$ cat src/rtl/tc_pl_spi_pkg.sv
// Shared types and constants for the PL SPI serial engine and its bench.
// chip_sel bit map matches the downstream fan-out stage; bits 5..7 are reserved.
package tc_pl_spi_pkg;

    localparam int SPI_SEL_W    = 8;
    localparam int SPI_MAX_BITS = 32;
    localparam int SPI_LEN_W    = $clog2(SPI_MAX_BITS);

    localparam int SEL_ADC0 = 0;
    localparam int SEL_FDA0 = 1;
    localparam int SEL_DAC0 = 2;
    localparam int SEL_DAC1 = 3;
    localparam int SEL_LPL0 = 4;

    typedef enum logic [2:0] {
        ST_IDLE    = 3'd0,
        ST_SETUP   = 3'd1,
        ST_SHIFT_H = 3'd2,
        ST_SHIFT_L = 3'd3,
        ST_GAP     = 3'd4
    } spi_state_e;

endpackage

$ cat src/rtl/tc_pl_spi_tick.sv
// Half-period timer: reloads to HALF_DIV-1 on load and counts down to zero.
// tc is high in the last cycle of each HALF_DIV-cycle window.
module tc_pl_spi_tick #(
    parameter int HALF_DIV = 4
) (
    input  logic clk,
    input  logic rst,
    input  logic load,
    output logic tc
);

    localparam int CW = $clog2(HALF_DIV + 1);
    localparam logic [CW-1:0] RELOAD = CW'(HALF_DIV - 1);

    logic [CW-1:0] cnt_q;
    logic [CW-1:0] cnt_d;

    always_comb begin
        cnt_d = cnt_q;
        if (load) begin
            cnt_d = RELOAD;
        end else if (cnt_q != '0) begin
            cnt_d = cnt_q - CW'(1);
        end
    end

    always_ff @(posedge clk) begin
        if (rst) begin
            cnt_q <= RELOAD;
        end else begin
            cnt_q <= cnt_d;
        end
    end

    assign tc = (cnt_q == '0);

endmodule

$ cat src/rtl/tc_pl_spi_master.sv
// Mode-0, MSB-first SPI master feeding the PL chip-select fan-out stage.
// One command per frame; read word returned with a single-cycle rsp_valid.
//
// state    | meaning
// ---------+---------------------------------------------------------
// IDLE     | CSN high, waiting for cmd_valid
// SETUP    | CSN low, SCLK low, first bit already on MOSI
// SHIFT_H  | SCLK high; MISO captured in the last cycle
// SHIFT_L  | SCLK low; next bit on MOSI; frame ends after bit 0
// GAP      | CSN high recovery time before the next command
module tc_pl_spi_master
    import tc_pl_spi_pkg::*;
#(
    parameter int SEL_W    = SPI_SEL_W,
    parameter int HALF_DIV = 4
) (
    input  logic                    clk,
    input  logic                    rst,
    input  logic                    cmd_valid,
    output logic                    cmd_ready,
    input  logic [SEL_W-1:0]        cmd_sel,
    input  logic [SPI_LEN_W-1:0]    cmd_len,
    input  logic [SPI_MAX_BITS-1:0] cmd_wdata,
    output logic                    rsp_valid,
    output logic [SPI_MAX_BITS-1:0] rsp_rdata,
    output logic                    busy,
    output logic [SEL_W-1:0]        chip_sel,
    output logic                    spi_CSN,
    output logic                    spi_SCLK,
    output logic                    spi_MOSI,
    input  logic                    spi_MISO
);

    spi_state_e                state_q, state_d;
    logic                      csn_q, csn_d;
    logic                      sclk_q, sclk_d;
    logic                      mosi_q, mosi_d;
    logic [SEL_W-1:0]          chip_sel_q, chip_sel_d;
    logic                      rsp_valid_q, rsp_valid_d;
    logic [SPI_MAX_BITS-1:0]   rsp_rdata_q, rsp_rdata_d;
    logic                      busy_q, busy_d;
    logic [SPI_LEN_W-1:0]      bit_cnt_q, bit_cnt_d;
    logic [SPI_MAX_BITS-1:0]   wdata_q, wdata_d;
    logic [SPI_MAX_BITS-1:0]   rx_q, rx_d;

    logic tick_load;
    logic tick_tc;

    // Timer is held loaded while idle so every state visit starts a fresh window.
    assign tick_load = (state_q == ST_IDLE) || tick_tc;

    tc_pl_spi_tick #(
        .HALF_DIV (HALF_DIV)
    ) u_tick (
        .clk  (clk),
        .rst  (rst),
        .load (tick_load),
        .tc   (tick_tc)
    );

    assign cmd_ready = (state_q == ST_IDLE);

    always_comb begin
        state_d     = state_q;
        csn_d       = csn_q;
        sclk_d      = sclk_q;
        mosi_d      = mosi_q;
        chip_sel_d  = chip_sel_q;
        rsp_valid_d = 1'b0;
        rsp_rdata_d = rsp_rdata_q;
        busy_d      = busy_q;
        bit_cnt_d   = bit_cnt_q;
        wdata_d     = wdata_q;
        rx_d        = rx_q;

        unique case (state_q)
            ST_IDLE: begin
                if (cmd_valid && cmd_ready) begin
                    state_d    = ST_SETUP;
                    csn_d      = 1'b0;
                    busy_d     = 1'b1;
                    chip_sel_d = cmd_sel;
                    wdata_d    = cmd_wdata;
                    bit_cnt_d  = cmd_len;
                    mosi_d     = cmd_wdata[cmd_len];
                    rx_d       = '0;
                end
            end
            ST_SETUP: begin
                if (tick_tc) begin
                    state_d = ST_SHIFT_H;
                    sclk_d  = 1'b1;
                end
            end
            ST_SHIFT_H: begin
                if (tick_tc) begin
                    state_d = ST_SHIFT_L;
                    sclk_d  = 1'b0;
                    rx_d    = {rx_q[SPI_MAX_BITS-2:0], spi_MISO};
                    mosi_d  = (bit_cnt_q != '0) ? wdata_q[bit_cnt_q - SPI_LEN_W'(1)] : 1'b0;
                end
            end
            ST_SHIFT_L: begin
                if (tick_tc) begin
                    if (bit_cnt_q == '0) begin
                        state_d     = ST_GAP;
                        csn_d       = 1'b1;
                        chip_sel_d  = '0;
                        rsp_valid_d = 1'b1;
                        rsp_rdata_d = rx_q;
                    end else begin
                        state_d   = ST_SHIFT_H;
                        sclk_d    = 1'b1;
                        bit_cnt_d = bit_cnt_q - SPI_LEN_W'(1);
                    end
                end
            end
            ST_GAP: begin
                if (tick_tc) begin
                    state_d = ST_IDLE;
                    busy_d  = 1'b0;
                end
            end
            default: begin
                state_d = ST_IDLE;
            end
        endcase
    end

    always_ff @(posedge clk) begin
        if (rst) begin
            state_q     <= ST_IDLE;
            csn_q       <= 1'b1;
            sclk_q      <= 1'b0;
            mosi_q      <= 1'b0;
            chip_sel_q  <= '0;
            rsp_valid_q <= 1'b0;
            rsp_rdata_q <= '0;
            busy_q      <= 1'b0;
            bit_cnt_q   <= '0;
            wdata_q     <= '0;
            rx_q        <= '0;
        end else begin
            state_q     <= state_d;
            csn_q       <= csn_d;
            sclk_q      <= sclk_d;
            mosi_q      <= mosi_d;
            chip_sel_q  <= chip_sel_d;
            rsp_valid_q <= rsp_valid_d;
            rsp_rdata_q <= rsp_rdata_d;
            busy_q      <= busy_d;
            bit_cnt_q   <= bit_cnt_d;
            wdata_q     <= wdata_d;
            rx_q        <= rx_d;
        end
    end

    assign spi_CSN   = csn_q;
    assign spi_SCLK  = sclk_q;
    assign spi_MOSI  = mosi_q;
    assign chip_sel  = chip_sel_q;
    assign rsp_valid = rsp_valid_q;
    assign rsp_rdata = rsp_rdata_q;
    assign busy      = busy_q;

endmodule

$ cat config.mk
export PLATFORM = sky130hd
export DESIGN_NAME = tc_pl_spi_master
export DESIGN_NICKNAME = d
export VERILOG_FILES = /design/src/rtl/tc_pl_spi_pkg.sv /design/src/rtl/tc_pl_spi_tick.sv /design/src/rtl/tc_pl_spi_master.sv
export SDC_FILE = /design/constraint.sdc
export NUM_CORES = 1
export LEC_CHECK = 0
export ABC_AREA = 1
export ABC_CLOCK_PERIOD_IN_PS = 2500
export CORE_ASPECT_RATIO = 0.8
export CORE_MARGIN = 5
export CORE_UTILIZATION = 52
export DETAILED_ROUTE_END_ITERATION = 8
export HOLD_SLACK_MARGIN = 0.02
export PLACE_DENSITY = 0.8
export SETUP_SLACK_MARGIN = 0.15
export SLEW_MARGIN = 0
export SYNTH_ARGS = -nofsm -noshare
export SYNTH_HDL_FRONTEND = slang
export SYNTH_SLANG_ARGS = --single-unit
$ cat constraint.sdc
create_clock -name clk -period 2.5 [get_ports clk]
set_input_delay 0.5 -clock clk [delete_from_list [all_inputs] [get_ports clk]]
set_output_delay 0.5 -clock clk [all_outputs]
set_load 0.1 [all_outputs]
==> flow_summary.yaml <==
clock_network:
  cts.htree.levels: 4
  root_buffer: "clkbuf_16"
  clk_path_buf_depth: 2
  cts_tree: "done"
  clkTransAtPathRegs_ns: 0.05
  numCtsBuffers: 17
  clock-sinks: 120
  clock_latency_ns: 0.42
  ctsResizeCount: 0
  hold_buffers: 0
  cts_setup_buffers: 0
critical_path:
  start_kind: "flip-flop"
  critPathArrivalTime_ns: 1.43
  path_cells: "inv_1 > nand2_1 > nor2_2 > buf_4"
  crit_required_ns: 2.00
  r2r.worst_path.cells: 8
  max_stage_delay_ns: 0.33
  worstPathMaxFanout: 4
  path_class: "reg2out"
  critPathSlowestCell: "dfxtp_1"
  cp-end-kind: "primary output"
floorplanning:
  dieHeight_um: 98.4
  dieArea_um2: 11900
  io_pins: 95
  core_um2: 9610
  die_width_um: 120
  start_util_pct: 52.8
  rows: 32
min_path:
  hold_path_depth: 1
  hold_path_class: "reg2reg"
drt:
  drt_wl_total_um: 13500
  drtAntennaViolNets: 0
  wl_per_cell_um: 14.9
  num_vias: 4867
  drt_iter0_markers: 370
  drcViolationCount: 0
  first_pass_iters: 5
  via_per_inst: 5.39
timing:
  tns_ns: 0
  period_share_pct: 77.2
  slew_viol_final: 0
  finClkSkew_ns: 0.00992
  finalSetupViolations: 0
  fin_crit_ns: 1.93
  rsz0062_at_grt: "no"
  max_slew.worst_pin.slew_ns: 0.825
  relSlewSlack_pct: 45.0
  max_freq_mhz: 518
  hold-worst-slack_ns: 0.413
  finalHoldViolations: 0
yosys:
  synthTopCellsByArea: "dfxtp_1 (47%), nand2_1 (12%), nor2_1 (7.7%)"
  post-synth-top-area-cell: "dfxtp_1"
  yosysUniqueCellTypes: 30
  synth.top_cell.area_share_pct: 47.3
  syn_nets: 739
  synth.most_common_cell: "nand2_1"
  synth_common_cells: "nand2_1 (167), dfxtp_1 (120), nor2_1 (104)"
  yosysSeqAreaShare_pct: 47.3
  ys.flop_type: "dfxtp_1"
  syn_inst: 687
  synth_area_um2: 5080
  ys_warn_count: 0
  avgSynthCellArea_um2: 7.39
  synth_edf_count: 0
  ys_ff_latch: 120
  async_flop_share_pct: 0
placed_design:
  dp_hpwl_um: 9300
  port_buffers: 94
  place_congestion: 0.866
global_route:
  grt_max_degree: 81
  grt_usage_pct: 23.1
  grt_pass1_wl_um: 22200
  grt_pass1_vias: 4683
  grt.overflow.total: 0
  antenna_found_initial: 0
power:
  ir_drop_v: 0.000593
  p_per_area_nw_per_um2: 804
  p_leak_nw: 2.87
run_status:
  status: "completed"
layout:
  diodes: 0
  drive_gt1_share_pct: 14.8
  layout.nets: 824
  fin_util_pct: 67.3
  syn_to_final_growth_pct: 27.4
flow_run:
  maxCapViolations: 0
## layout by cell type (no fill, tap or decap), types with 2 or more instances in the layout
master and count:
a21oi_1 41, a22oi_1 40, buf_4 59, clkbuf_16 17, clkdlybuf4s50_1 47, clkinv_1 3, clkinv_2 2, clkinv_4 2
clkinvlp_4 4, dfxtp_1 120, ha_1 3, inv_1 28, inv_2 2, inv_6 4, nand2_1 167, nand2_2 2
nand3_1 63, nor2_1 104, nor2_2 17, nor3_1 2, o21ai_0 28, o21ai_1 15
## cells by family after synthesis
kind of cell / count (synthesis) / synth area share [%]
simple gates: 361 / 30.0
compound gates: 127 / 14.6
flops: 120 / 47.3
buf+inv: 75 / 7.10
fa+ha+maj: 3 / 0.740
xor+xnor: 1 / 0.173
## sequential cells by signal (all words and copies together), names as in the netlist
signal and cells:
spi_SCLK 1, spi_MOSI 1, busy 1, rx_q 32, bit_cnt_q 5, spi_CSN 1, wdata_q 32, u_tick.cnt_q 3
rsp_valid 1, state_q 3, chip_sel 8, rsp_rdata 32
## area by class of cell
| cell class | instances | area, µm² |
|---|---|---|
| fill | 828 | 3140 |
| sequential | 120 | 2400 |
| multi-input combinational | 492 | 2310 |
| timing repair buffer | 107 | 918 |
| clock buffer | 18 | 429 |
| tap | 119 | 149 |
| inverter | 34 | 130 |
| clock inverter | 13 | 123 |
## layer usage
layer	track usage [%]	share of wire, %	vias up
met3	6.60	6.5	22
met5	0	0	-
met2	35.5	46	145
met4	8.10	1.7	0
met1	31.1	46	2274
li1	-	-	2426
## final timing paths
path                         from              end  slack, ns
hold / removal    u_tick.cnt_q[0]  u_tick.cnt_q[0]       0.41
setup reg to reg     bit_cnt_q[1]     rsp_rdata[0]       0.59
setup / recovery       state_q[1]        cmd_ready       0.57
hold reg to reg   u_tick.cnt_q[0]  u_tick.cnt_q[0]       0.41
## power by group
group          total, mW  internal, mW  switching (mW)  leakage, nW
clock network       2.27          1.37           0.898        0.260
logic              0.899         0.286           0.613         1.64
registers           2.03          1.99          0.0451        0.975
## critical path, delay by kind of cell, from the launching register on
kind	cells	cell delay [ns]
and+or+nand+nor	2	0.27
buffers and inverters	2	0.43
DFF	1	0.33
## stage by stage
step           area, µm²  cells  worst slack [ns]  power (mW)
2_1_floorplan       5080    687             0.227        2.67
3_3_place_gp        5910    872             0.304        2.93
3_5_place_dp        5910    872             0.239        2.95
4_1_cts             6460    903             0.560        5.22
5_1_grt             6460    903             0.405        5.41
6_report            6460    903             0.569        5.20
Note: power is estimated with default switching activity, not from simulation.
